--- src/rtl/word_pkg.sv ---
`default_nettype none
// ============================================================================
//  word_pkg -- shared FSM state encoding and character constants for the
//  word loader and its matcher.
//  Rev 1.0
// ============================================================================
package word_pkg;

    typedef enum logic [2:0] {
        ST_IDLE  = 3'd0,
        ST_FILL  = 3'd1,
        ST_TERM  = 3'd2,
        ST_MATCH = 3'd3,
        ST_RESP  = 3'd4
    } state_t;

    localparam logic [7:0] c_nul           = 8'h00;
    localparam logic [7:0] c_delim_default = 8'h20;

endpackage
`default_nettype wire

--- src/rtl/word_loader_if.sv ---
`default_nettype none
// ============================================================================
//  word_loader_if -- character stream, word-buffer write port, matcher
//  control and result handshake of the word loader.
//  Rev 1.0
// ============================================================================
interface word_loader_if #(
    parameter int ADDR_WIDTH = 4,
    parameter int DATA_WIDTH = 8
);
    logic                  in_valid;
    logic [DATA_WIDTH-1:0] in_data;
    logic                  in_last;
    logic                  in_ready;

    logic                  wr_en;
    logic [ADDR_WIDTH-1:0] wr_addr;
    logic [DATA_WIDTH-1:0] wr_data;

    logic                  match_start;
    logic                  match_done;
    logic                  match_equal;

    logic                  res_valid;
    logic                  res_ready;
    logic                  res_hit;
    logic [ADDR_WIDTH-1:0] res_len;
    logic                  res_ovf;

    modport slave (
        input  in_valid, in_data, in_last, match_done, match_equal, res_ready,
        output in_ready, wr_en, wr_addr, wr_data, match_start,
               res_valid, res_hit, res_len, res_ovf
    );

    modport master (
        output in_valid, in_data, in_last, match_done, match_equal, res_ready,
        input  in_ready, wr_en, wr_addr, wr_data, match_start,
               res_valid, res_hit, res_len, res_ovf
    );
endinterface
`default_nettype wire

--- src/rtl/word_loader.sv ---
`default_nettype none
// ============================================================================
//  word_loader -- tokenises a character stream into a NUL-terminated word
//  buffer, triggers the matcher and returns a hit/length/overflow result.
//  Rev 1.0
// ============================================================================
module word_loader
    import word_pkg::*;
#(
    parameter int                    ADDR_WIDTH = 4,
    parameter int                    DATA_WIDTH = 8,
    parameter logic [DATA_WIDTH-1:0] DELIM      = DATA_WIDTH'(c_delim_default)
) (
    input  wire logic   clk,
    input  wire logic   rst_n,
    word_loader_if.slave bus
);

    // Top slot is kept free so the terminator always fits.
    localparam logic [ADDR_WIDTH-1:0] c_ptr_max = '1;

    state_t                r_state;
    logic [ADDR_WIDTH-1:0] r_ptr;
    logic                  r_ovf;
    logic                  r_in_ready;
    logic                  r_match_start;
    logic                  r_res_valid;
    logic                  r_res_hit;
    logic [ADDR_WIDTH-1:0] r_res_len;
    logic                  r_res_ovf;

    logic                  w_accept;
    logic                  w_is_delim;
    logic                  w_is_nul;
    logic                  w_has_room;
    logic                  w_wr_en;
    logic [DATA_WIDTH-1:0] w_wr_data;

    assign w_accept   = bus.in_valid && r_in_ready;
    assign w_is_delim = (bus.in_data == DELIM);
    assign w_is_nul   = (bus.in_data == DATA_WIDTH'(c_nul));
    assign w_has_room = (r_ptr != c_ptr_max);

    // The SRAM write lands in the same cycle the character is accepted.
    always_comb begin
        w_wr_en   = 1'b0;
        w_wr_data = bus.in_data;
        case (r_state)
            ST_IDLE: w_wr_en = w_accept && !w_is_delim && !w_is_nul;
            ST_FILL: w_wr_en = w_accept && !w_is_delim && w_has_room;
            ST_TERM: begin
                w_wr_en   = 1'b1;
                w_wr_data = DATA_WIDTH'(c_nul);
            end
            default: w_wr_en = 1'b0;
        endcase
    end

    always_ff @(posedge clk or negedge rst_n) begin
        if (!rst_n) begin
            r_state       <= ST_IDLE;
            r_ptr         <= '0;
            r_ovf         <= 1'b0;
            r_in_ready    <= 1'b0;
            r_match_start <= 1'b0;
            r_res_valid   <= 1'b0;
            r_res_hit     <= 1'b0;
            r_res_len     <= '0;
            r_res_ovf     <= 1'b0;
        end else begin
            r_match_start <= 1'b0;
            case (r_state)
                ST_IDLE: begin
                    r_in_ready <= 1'b1;
                    if (w_accept && !w_is_delim && !w_is_nul) begin
                        r_ptr <= ADDR_WIDTH'(1);
                        if (bus.in_last) begin
                            r_state    <= ST_TERM;
                            r_in_ready <= 1'b0;
                        end else begin
                            r_state <= ST_FILL;
                        end
                    end
                end
                ST_FILL: begin
                    if (w_accept) begin
                        if (!w_is_delim) begin
                            if (w_has_room) r_ptr <= r_ptr + ADDR_WIDTH'(1);
                            else            r_ovf <= 1'b1;
                        end
                        if (w_is_delim || bus.in_last) begin
                            r_state    <= ST_TERM;
                            r_in_ready <= 1'b0;
                        end
                    end
                end
                ST_TERM: begin
                    r_state       <= ST_MATCH;
                    r_match_start <= 1'b1;
                end
                ST_MATCH: begin
                    if (bus.match_done) begin
                        r_res_hit   <= bus.match_equal && !r_ovf;
                        r_res_len   <= r_ptr;
                        r_res_ovf   <= r_ovf;
                        r_res_valid <= 1'b1;
                        r_state     <= ST_RESP;
                    end
                end
                ST_RESP: begin
                    if (bus.res_ready) begin
                        r_res_valid <= 1'b0;
                        r_ptr       <= '0;
                        r_ovf       <= 1'b0;
                        r_in_ready  <= 1'b1;
                        r_state     <= ST_IDLE;
                    end
                end
                default: begin
                    r_state    <= ST_IDLE;
                    r_in_ready <= 1'b0;
                end
            endcase
        end
    end

    assign bus.in_ready    = r_in_ready;
    assign bus.wr_en       = w_wr_en;
    assign bus.wr_addr     = r_ptr;
    assign bus.wr_data     = w_wr_data;
    assign bus.match_start = r_match_start;
    assign bus.res_valid   = r_res_valid;
    assign bus.res_hit     = r_res_hit;
    assign bus.res_len     = r_res_len;
    assign bus.res_ovf     = r_res_ovf;

endmodule
`default_nettype wire

--- src/flat_wrapper.sv ---
// flat-port wrapper written by rule: the top's interface ports become plain ports
module word_loader_flat import word_pkg::*;
#(
    parameter int                    ADDR_WIDTH = 4,
    parameter int                    DATA_WIDTH = 8,
    parameter logic [DATA_WIDTH-1:0] DELIM      = DATA_WIDTH'(c_delim_default)
)
  (clk, rst_n, bus_in_valid, bus_in_data, bus_in_last, bus_match_done, bus_match_equal, bus_res_ready, bus_in_ready, bus_wr_en, bus_wr_addr, bus_wr_data, bus_match_start, bus_res_valid, bus_res_hit, bus_res_len, bus_res_ovf);
  word_loader_if #(.ADDR_WIDTH(ADDR_WIDTH), .DATA_WIDTH(DATA_WIDTH)) bus_i ();
  input  wire logic clk;
  input  wire logic rst_n;
  input wire logic [$bits(bus_i.in_valid)-1:0] bus_in_valid;
  input wire logic [$bits(bus_i.in_data)-1:0] bus_in_data;
  input wire logic [$bits(bus_i.in_last)-1:0] bus_in_last;
  input wire logic [$bits(bus_i.match_done)-1:0] bus_match_done;
  input wire logic [$bits(bus_i.match_equal)-1:0] bus_match_equal;
  input wire logic [$bits(bus_i.res_ready)-1:0] bus_res_ready;
  output wire logic [$bits(bus_i.in_ready)-1:0] bus_in_ready;
  output wire logic [$bits(bus_i.wr_en)-1:0] bus_wr_en;
  output wire logic [$bits(bus_i.wr_addr)-1:0] bus_wr_addr;
  output wire logic [$bits(bus_i.wr_data)-1:0] bus_wr_data;
  output wire logic [$bits(bus_i.match_start)-1:0] bus_match_start;
  output wire logic [$bits(bus_i.res_valid)-1:0] bus_res_valid;
  output wire logic [$bits(bus_i.res_hit)-1:0] bus_res_hit;
  output wire logic [$bits(bus_i.res_len)-1:0] bus_res_len;
  output wire logic [$bits(bus_i.res_ovf)-1:0] bus_res_ovf;
  assign bus_i.in_valid = bus_in_valid;
  assign bus_i.in_data = bus_in_data;
  assign bus_i.in_last = bus_in_last;
  assign bus_i.match_done = bus_match_done;
  assign bus_i.match_equal = bus_match_equal;
  assign bus_i.res_ready = bus_res_ready;
  assign bus_in_ready = bus_i.in_ready;
  assign bus_wr_en = bus_i.wr_en;
  assign bus_wr_addr = bus_i.wr_addr;
  assign bus_wr_data = bus_i.wr_data;
  assign bus_match_start = bus_i.match_start;
  assign bus_res_valid = bus_i.res_valid;
  assign bus_res_hit = bus_i.res_hit;
  assign bus_res_len = bus_i.res_len;
  assign bus_res_ovf = bus_i.res_ovf;
  word_loader #(.ADDR_WIDTH(ADDR_WIDTH), .DATA_WIDTH(DATA_WIDTH), .DELIM(DELIM)) u_core (.clk(clk), .rst_n(rst_n), .bus(bus_i));
endmodule
--- config.mk ---
export PLATFORM = sky130hd
export DESIGN_NAME = word_loader_flat
export DESIGN_NICKNAME = d
export VERILOG_FILES = /design/src/rtl/word_pkg.sv /design/src/rtl/word_loader_if.sv /design/src/rtl/word_loader.sv /design/src/flat_wrapper.sv
export SDC_FILE = /design/constraint.sdc
export NUM_CORES = 1
export LEC_CHECK = 0
export CELL_PAD_IN_SITES_DETAIL_PLACEMENT = 2
export CELL_PAD_IN_SITES_GLOBAL_PLACEMENT = 2
export CORE_MARGIN = 2
export CORE_UTILIZATION = 25
export CTS_CLUSTER_DIAMETER = 200
export DETAILED_ROUTE_END_ITERATION = 7
export PLACE_DENSITY_LB_ADDON = 0.1
export SLEW_MARGIN = 5
export SYNTH_ARGS = -nofsm -noshare
export SYNTH_HDL_FRONTEND = slang
export SYNTH_SLANG_ARGS = --single-unit
--- constraint.sdc ---
create_clock -name clk -period 1.95 [get_ports clk]
set_input_delay 0.195 -clock clk [delete_from_list [all_inputs] [get_ports clk]]
set_output_delay 0.195 -clock clk [all_outputs]
set_load 0.005 [all_outputs]
### Yosys cells after proc, flatten, opt, wreduce, memory -nomap -nowiden

Cells that the tools add are included.
W data, S select, Z words.

| storage, ports and cells | value |
|---|---|
| flip-flop bits (word level) | 17 |
| latch bits | 0 |
| RAM bits | 0 |
| ROM bits | 0 |
| input port bits | 15 |
| output and inout bits | 22 |
| word-level logic and storage cells | 75 |
| memories | 0 |

| cells by class | value |
|---|---|
| $add $sub $neg | 1 |
| $mul | 0 |
| divide/modulo/power cells | 0 |
| $lt $le $gt $ge | 0 |
| eq/ne operators | 14 |
| shift operators | 0 |
| muxes and demuxes | 29 |
| bitwise gates (word level) | 1 |
| reduce and logical (&&, ||, !) cells | 21 |

Operators with widths:

| operator | count |
|---|---|
| $mux W4 | 5 |
| $mux W3 | 5 |
| $pmux W3 S5 | 1 |
| $pmux W4 S3 | 1 |
| $mux W1 | 11 |
| $reduce_and A5 Y1 | 2 |
| $eq A8 B6 Y1 const B | 1 |
| $logic_not A8 Y1 | 1 |
| $mux W8 | 1 |
| $ne A2 B1 Y1 const B | 4 |
| $ne A2 B2 Y1 const B | 4 |
| $eq A3 B2 Y1 const B | 2 |
| $reduce_and A6 Y1 | 1 |
| $logic_and A1 B1 Y1 | 5 |
| $add A4 B1 Y4 const B | 1 |
| $ne A4 B4 Y1 const B | 1 |
| $pmux W1 S2 | 2 |
| $pmux W1 S4 | 1 |
| $reduce_and A4 Y1 | 1 |
| $reduce_bool A2 Y1 | 2 |
| $eq A3 B1 Y1 const B | 1 |
| $eq A3 B3 Y1 const B | 1 |
| $logic_not A1 Y1 | 3 |
| $logic_not A3 Y1 | 1 |
| other kinds (8) | 8 |

### Depth between registers and ports, before layout

Gate-level depths: netlist of run 1.

| depth | value |
|---|---|
| word-level depth | 6 |
| gate-level depth with buffers | 6 |
| depth with buffers taken out | 6 |

### Worst setup path before layout of run 1

OpenSTA, ideal clock, no wires.

| path | value |
|---|---|
| kind | register to register |
| start | register u_core.r_state[1] |
| end | register u_core.r_in_ready, in the netlist u_core.bus.in_ready |
| library setup time | 124 ps |
| arrival | 1455 ps |
| required time | 1826 ps |
| path slack | 371 ps |
| stages on the path, launching flop included | 6 |
| buffers on the path | 0 |
| period minus slack after synthesis | 1579 ps |
| cells stage by stage | dfrtp_1 > or3b_4 > a311oi_2 > a21oi_1 > nor4b_1 > o21bai_1 |

| between the ends | value |
|---|---|
| longest elaborated chain between the ends | 4 |
| elaborated cells on any way between the ends | 12 |
| classes of those cells | 7 x eq/ne; 1 x mux; 1 x bitwise; 3 x reduce/logical |

Ends and longest elaborated chain:

| element | line | RTL |
|---|---|---|
| start, declared | word_loader.sv:22 | `state_t r_state;` |
| start signal, assigned | word_loader.sv:61 | `r_state <= ST_IDLE;` |
| start signal, assigned | word_loader.sv:78 | `r_state <= ST_TERM;` |
| start signal, assigned | word_loader.sv:81 | `r_state <= ST_FILL;` |
| $eq A3 B2 Y1 | word_loader.sv:72 | `case (r_state)` |
| $reduce_or A2 Y1 (no line) | - |  |
| $not A1 Y1 (no line) | - |  |
| $reduce_and A4 Y1 (no line) | - |  |
| end signal, assigned | word_loader.sv:74 | `r_in_ready <= 1'b1;` |
| end signal, assigned | word_loader.sv:79 | `r_in_ready <= 1'b0;` |
| end signal, assigned | word_loader.sv:93 | `r_in_ready <= 1'b0;` |
| end, declared | word_loader.sv:25 | `logic r_in_ready;` |

Parallel ways exist; a longest one is shown, timed or not.
A chain may end at the register's enable or synchronous reset.

### Worst setup path in the final report of run 1

| path | value |
|---|---|
| start | register u_core.r_state[0] |
| end | output bus_wr_data[5] |

| between the ends | value |
|---|---|
| longest elaborated chain between the ends | 2 |

Ends and longest elaborated chain:

| element | line | RTL |
|---|---|---|
| $eq A3 B2 Y1 | word_loader.sv:48 | `case (r_state)` |
| $mux W8 | word_loader.sv:48 |  |
| end, declared | flat_wrapper.sv:21 | `output wire logic [$bits(bus_i.wr_data)-1:0] bus_wr_data;` |

No other way between the ends.

==> key figures, run 1 <==
Status
  • Status: complete, no violations

Routing
  • WL per Instance: 16.4 um
  • Vias per inst: 4.97
  • Via count: 1069
  • 1st-iter DRT viols: 25
  • Drt drc: 0
  • DRT antenna net count: 0
  • First-pass DRT Iterations: 3
  • Post-Route WL: 3.52 mm

GRT
  • All-layer global routing usage: 0.156
  • Vias in the first global route: 1140
  • Global-route wire length before repair: 5.40 mm
  • Largest net degree at the start of global routing: 18
  • Total gr overflow: 0
  • Antenna violations before repair: 0

Clocking
  • H-tree lvl count: 1
  • CTS Sinks: 17
  • CTS max path bufs: 2
  • Insertion delay to the later sink of the worst-skew pair: 0.25 ns
  • Root buffer cell: clkbuf_8
  • CTS Buf Count: 3
  • Worst-path clk slew: 0.07 ns
  • CTS tree: built

Critical path
  • Reg2Reg Capture Point: u_core.r_state[0]
  • R2R setup slack: 0.14 ns
  • Worst setup startpoint: u_core.r_state[0]
  • CP required: 1.75 ns
  • CP endpoint kind: primary output
  • CP Data Arrival Time: 1.66 ns
  • CP Max Fanout: 11
  • R2r worst-path depth: 6
  • Crit start category: flip-flop
  • FF-to-FF Start: u_core.r_state[0]
  • Setup CP Type: flip-flop to primary output
  • Critical Path End: bus_wr_data[5]

Floorplanning
  • Row cnt: 23
  • Die H: 67.9 um
  • Top-level port count: 37
  • Core Area: 3970 sq um
  • Die Wd: 67.9 um
  • Initial Utilization: 0.257
  • Area of the die: 4610 sq um

Worst hold path
  • Hold Crit Class: input port to asynchronous set/reset pin

Cells and area
  • Fillers: 450
  • Layout area overhead: 62.1%
  • Share of layout cells above drive strength 1: 0.236
  • Final net count: 182
  • Finished layout cell area: 1660 sq um
  • Diode count: 0

Place
  • PortBufs: 36
  • DP Area: 1540 sq um
  • Post-DP HPWL: 2.60 mm
  • Routability cong.: 0.761
  • DP Worst Slack: -0.0500 ns

Synthesis
  • Synth Cell Area: 1020 sq um
  • Avg Inst Size Synth: 9.45 sq um
  • Synth Register Bits: 17
  • Yosys warning count: 0
  • Post-synth net total: 124
  • Sequential area share after synthesis: 0.417
  • Post-synth cell types: 38
  • Post-Syn Instances: 108
  • Number of enable flip-flop cells after synthesis: 0
  • Asr flop ratio synth: 1.00
  • Top FF cell, synth: dfrtp_1

STA
  • Final min period: 1.85 ns
  • Slew @ Worst Pin: 0.316 ns
  • Unrepaired setup endpoints after global routing: yes
  • Worst Setup Slack, final: 0.0969 ns
  • Setup violators final: 0
  • Final Hold Vio Count: 0
  • Slew Limit Fails: 0
  • Clock skew: 0.00734 ns
  • Worst hold slack: 0.278 ns
  • Fmax: 540 MHz
  • Relative slew slack: 0.789
  • Final period util: 0.950

Power
  • Pleak: 0.684 nW
  • Peak supply drop: 0.000418 V
  • PD cells: 1420 nW/um^2

Run
  • Max Cap Viol: 0
cells in the mapped netlist, types with 2 or more instances:
master / n / area share
clkbuf_1: 2 / 0.0074
mux2_1: 5 / 0.055
nor2_1: 4 / 0.015
nor2b_1: 9 / 0.055
nor3_1: 3 / 0.015
dfrtp_1: 17 / 0.42
nand2_1: 10 / 0.037
nand3_1: 6 / 0.029
inv_1: 5 / 0.018
o21ai_1: 8 / 0.039
a21oi_1: 6 / 0.029
nand3b_1: 2 / 0.015
nand2b_1: 4 / 0.025
and3_1: 2 / 0.012
a211oi_1: 2 / 0.015
layout make-up:
type                       count  area [sq um]  share of cell area
clock buffer                   4          45.0              0.0272
multi-input combinational     84           603               0.364
inverter                       5          18.8              0.0113
sequential                    17           428               0.259
timing repair buffer          55           498               0.301
tap                           50          62.6              0.0378
metrics by stage:
| stage | std cells | setup TNS, ns | total power [W] | util |
|---|---|---|---|---|
| after floorplan | 108 | 0 | 0.00127 | - |
| after global placement | 206 | 0 | 0.00193 | 0.389 |
| after detailed placement | 206 | -0.105 | 0.00198 | 0.389 |
| after CTS | 211 | 0 | 0.00230 | 0.406 |
| after global routing | 215 | -0.0249 | 0.00258 | 0.417 |
| final | 215 | 0 | 0.00235 | 0.417 |
flip-flops by register name (all words and copies together) (netlist names):
name	count
u_core.bus.match_start	1
u_core.bus.res_hit	1
u_core.bus.in_ready	1
u_core.bus.res_len	4
u_core.r_ovf	1
u_core.bus.res_ovf	1
u_core.bus.wr_addr	4
u_core.bus.res_valid	1
u_core.r_state	3
worst max-delay path: stages, from the launching register on:
cell,delay (ns)
dfrtp_2,0.47
nand2b_4,0.21
nor2_4,0.07
nor2b_1,0.13
clkdlybuf4s50_1,0.52
layout by cell type, fill, tap and decap left out, types with 2 or more instances in the layout:
master / instances
clkdlybuf4s50_1: 35
buf_4: 19
dfrtp_1: 15
nand2_1: 10
nor2b_1: 9
o21ai_1: 7
nand3_1: 6
mux2_1: 5
inv_1: 5
a21oi_1: 5
nand2b_1: 3
nor3_1: 3
nor2_1: 3
clkbuf_8: 3
nor2_4: 2
a211oi_1: 2
nand3b_1: 2
dfrtp_2: 2
timing repair:
action	CTS	global route
endpoints found under the setup margin	9	11
resized for setup	6	7
hold buffers	0	0
pin swaps	1	3
hold endpoints to repair	0	0
gates cloned	0	1
setup buffers	1	3
worst min-delay path by stage:
| stage | start | endpoint | slack [ns] | depth (start not counted) |
|---|---|---|---|---|
| after global placement | u_core.bus.res_hit | u_core.bus.res_hit | 0.47 | 2 |
| final | rst_n | u_core.bus.res_valid | 0.28 | 2 |
| after floorplan | rst_n | u_core.bus.in_ready | -0.10 | 0 |
| after CTS | rst_n | u_core.bus.res_hit | 0.29 | 2 |
| after global routing | rst_n | u_core.bus.wr_addr[1] | 0.30 | 2 |
| after detailed placement | u_core.bus.res_len[1] | u_core.bus.res_len[1] | 0.49 | 1 |
where the power goes:
| part | switching [W] | internal (W) | total (W) |
|---|---|---|---|
| Clock | 0.000119 | 0.000145 | 0.000263 |
| Sequential | 0.000154 | 0.000512 | 0.000666 |
| Combinational | 0.000633 | 0.000790 | 0.00142 |
kinds of logic after synthesis:
group                    count (synthesis)  synth area share
AO/OA/AOI/OAI                           29             0.202
adder cells (fa/ha/maj)                  1            0.0123
buffers and inverters                    8            0.0306
flip-flops                              17             0.417
multiplexers                             5            0.0551
AND/OR/NAND/NOR                         48             0.283
routing by layer:
layer	vias to the layer above	wire length, um	GRT usage
met5	-	0	0
met4	0	20	0.0375
met3	2	137	0.0280
met2	30	1830	0.292
met1	529	1530	0.184
li1	508	-	-
Note: power is estimated with default switching activity, not from simulation.
==> run 2: changes to the inputs <==
Settings changed: ABC_AREA set to 1, CORE_UTILIZATION 25 to 23.
==> run 2 against run 1 <==
Fmax up 2.0%. Highest routed layer unchanged. Via count up 4.9%. First-iteration DRC count up 8.0%. Non-clock buffer count down 8. Core utilization down 5.0 points. Flip-flop and latch count unchanged. Register-to-register slack better by 0.17 ns. Die area up 11%. Sequential power down 14%. Largest cell class unchanged. Largest power group unchanged.
==> key figures, run 2 <==
Critical path
  • CP peak stage delay: 0.44 ns
  • R2R setup slack: 0.31 ns
  • R2r worst-path depth: 10
  • FF-to-FF Start: u_core.r_state[1]
  • CP required: 1.75 ns
  • Setup CP Type: flip-flop to primary output
  • Slowest-stage cell, CP: clkdlybuf4s50_1
  • Reg2Reg Capture Point: u_core.bus.in_ready
  • Critical path cell sequence: nor2_4 > nand2_2 > buf_6 > nand2_1 > inv_1 > clkdlybuf4s50_1
  • CP Max Fanout: 10
  • CP endpoint kind: primary output
  • Crit start category: flip-flop
  • CP Data Arrival Time: 1.62 ns

Place
  • DP Worst Slack: -0.0484 ns
  • Post-DP HPWL: 2.67 mm
  • Routability cong.: 0.745
  • PortBufs: 36
  • Placed Instances: 241
  • DP Area: 1530 sq um

Floorplanning
  • Initial Utilization: 0.239
  • Row cnt: 24
  • Die H: 71.6 um
  • Die Wd: 71.6 um
  • Top-level port count: 37
  • Area of the die: 5120 sq um
  • Core Area: 4380 sq um

Power
  • Clock power share: 0.129
  • Sw frac: 0.418
  • Sequential power share: 0.272
  • PD cells: 1310 nW/um^2
  • Peak supply drop: 0.000284 V
  • Pleak: 0.853 nW
  • Cell-internal power: 0.00123 W
  • Combinational power share: 0.598
  • Psw: 0.000881 W
  • Design Power: 0.00211 W

Worst hold path
  • Hold Crit Class: input port to asynchronous set/reset pin

STA
  • Relative slew slack: 0.793
  • Final min period: 1.82 ns
  • Worst Setup Slack, final: 0.133 ns
  • Slew @ Worst Pin: 0.310 ns
  • Clock skew: 0.00353 ns
  • Final Hold Vio Count: 0
  • Slew Limit Fails: 0
  • Worst hold slack: 0.267 ns
  • Fmax: 550 MHz
  • Unrepaired setup endpoints after global routing: no
  • Final period util: 0.932
  • Setup violators final: 0

Clocking
  • CTS Buf Count: 3
  • CTS Sinks: 17
  • Root buffer cell: clkbuf_8
  • Insertion delay to the later sink of the worst-skew pair: 0.25 ns
  • CTS tree: built
  • H-tree lvl count: 1
  • CTS max path bufs: 2
  • Worst-path clk slew: 0.07 ns

Synthesis
  • Synth Register Bits: 17
  • Cell with the most instances after synthesis: nand2_1
  • Top cells by area, synth: dfrtp_1 41%, nand2_1 16%, inv_1 9.7%, nand3_1 5.7%, nor2_1 3.9%
  • Number of enable flip-flop cells after synthesis: 0
  • Post-synth net total: 162
  • Post-synth cell types: 22
  • Sequential area share after synthesis: 0.405
  • Post-synth top area cell: dfrtp_1
  • Synth top area share: 0.405
  • Synth Cell Area: 1050 sq um
  • Synth cell count leaders: 46 x nand2_1, 27 x inv_1, 17 x dfrtp_1
  • Yosys warning count: 0
  • Avg Inst Size Synth: 7.19 sq um
  • Post-Syn Instances: 146
  • Top FF cell, synth: dfrtp_1
  • Asr flop ratio synth: 1.00

Routing
  • Via count: 1121
  • Post-Route WL: 3.34 mm
  • 1st-iter DRT viols: 27
  • DRT antenna net count: 0
  • Drt drc: 0
  • First-pass DRT Iterations: 4
  • WL per Instance: 13.5 um
  • Vias per inst: 4.52

GRT
  • Vias in the first global route: 1254
  • Global-route wire length before repair: 5.79 mm
  • Total gr overflow: 0
  • Antenna violations before repair: 0
  • All-layer global routing usage: 0.142
  • Largest net degree at the start of global routing: 18

Cells and area
  • Diode count: 0
  • Final net count: 213
  • Finished layout cell area: 1610 sq um
  • Layout area overhead: 53.4%
  • Commonest cells after routing, fill and taps aside: 45 x nand2_1, 34 x clkdlybuf4s50_1, 26 x inv_1
  • Commonest non-fill, non-tap cell in the layout: nand2_1
  • Share of layout cells above drive strength 1: 0.184
  • Non-Filler Instances: 248
  • Fillers: 537

Status
  • Status: complete, no violations

Run
  • Max Cap Viol: 0
## run 2: cell types whose count changed after synthesis, sizes merged, moves of 5 or more
| cell | delta |
|---|---|
| a21oi | -5 |
| inv | +23 |
| nand2 | +41 |
| nand3 | +8 |
| nor2 | +11 |
| nor2b | -9 |
## run 2: worst max path at each step
stage	from	end	slack (ns)
after floorplan	u_core.bus.wr_addr[0]	u_core.bus.wr_addr[2]	0.65
final	u_core.r_state[2]	bus_wr_data[7]	0.13
after CTS	u_core.r_state[0]	bus_wr_data[2]	0.02
after global routing	u_core.r_state[1]	bus_wr_data[4]	0.02
after global placement	bus_in_data[6]	bus_wr_en	0.01
after detailed placement	bus_in_data[6]	bus_wr_en	-0.05
## run 2: power by group through the flow
stage | sequential (W) | combinational, W | clock (W)
after floorplan | 0.000591 | 0.000614 | 0
after global placement | 0.000578 | 0.00119 | 0
after detailed placement | 0.000591 | 0.00123 | 0
after CTS | 0.000575 | 0.00128 | 0.000280
after global routing | 0.000593 | 0.00143 | 0.000300
final | 0.000573 | 0.00126 | 0.000273
## run 2: logic make-up after synthesis
family / share of synthesized area
xor+xnor: 0.0167
buf+inv: 0.105
compound gates: 0.0489
simple gates: 0.380
mux: 0.0322
flops: 0.405
fa+ha+maj: 0.0119
## run 2: area by class of cell
cell class                      instances  area [sq um]  area share
Timing Repair Buffer                   47           444       0.276
Multi-Input combinational cell        100           522       0.324
Clock inverter                          1          5.00     0.00311
Inverter                               28           105      0.0653
Clock buffer                            3          41.3      0.0256
Sequential cell                        17           428       0.266
Tap cell                               52          65.1      0.0404
## run 2: timing repair
item / 4_1_cts / 5_1_grt
hold buffers: 0 / 0
gates resized for setup: 4 / 6
buffers inserted: 2 / 1
setup endpoints to repair: 9 / 9
## run 2: critical path, delay by kind of cell, from the launching register on
kind | cells | cell delay, ns
AND/OR/NAND/NOR | 3 | 0.32
buffers and inverters | 3 | 0.62
flip-flops | 1 | 0.43
## run 2: per-layer routing
layer	GRT usage	vias to the layer above	share of wire	wire [um]
met2	0.249	30	0.50	1680
met1	0.177	538	0.45	1490
li1	-	549	-	-
met3	0.0225	4	0.037	125
met4	0.0440	0	0.012	41
met5	0	-	0	0
## run 2: metrics by stage
step	utilization	setup TNS [ns]
finish	0.367	0
global route	0.367	0
CTS	0.364	0
detailed placement	0.349	-0.0484
global placement	0.349	0
floorplan	-	0
==> run 3: changes to the inputs <==
Settings changed: ABC_AREA 1 to unset, CORE_UTILIZATION 23 to 25.
==> results of run 3 <==
Same layout as run 1: the final DEF is identical, and so are final timing and power.
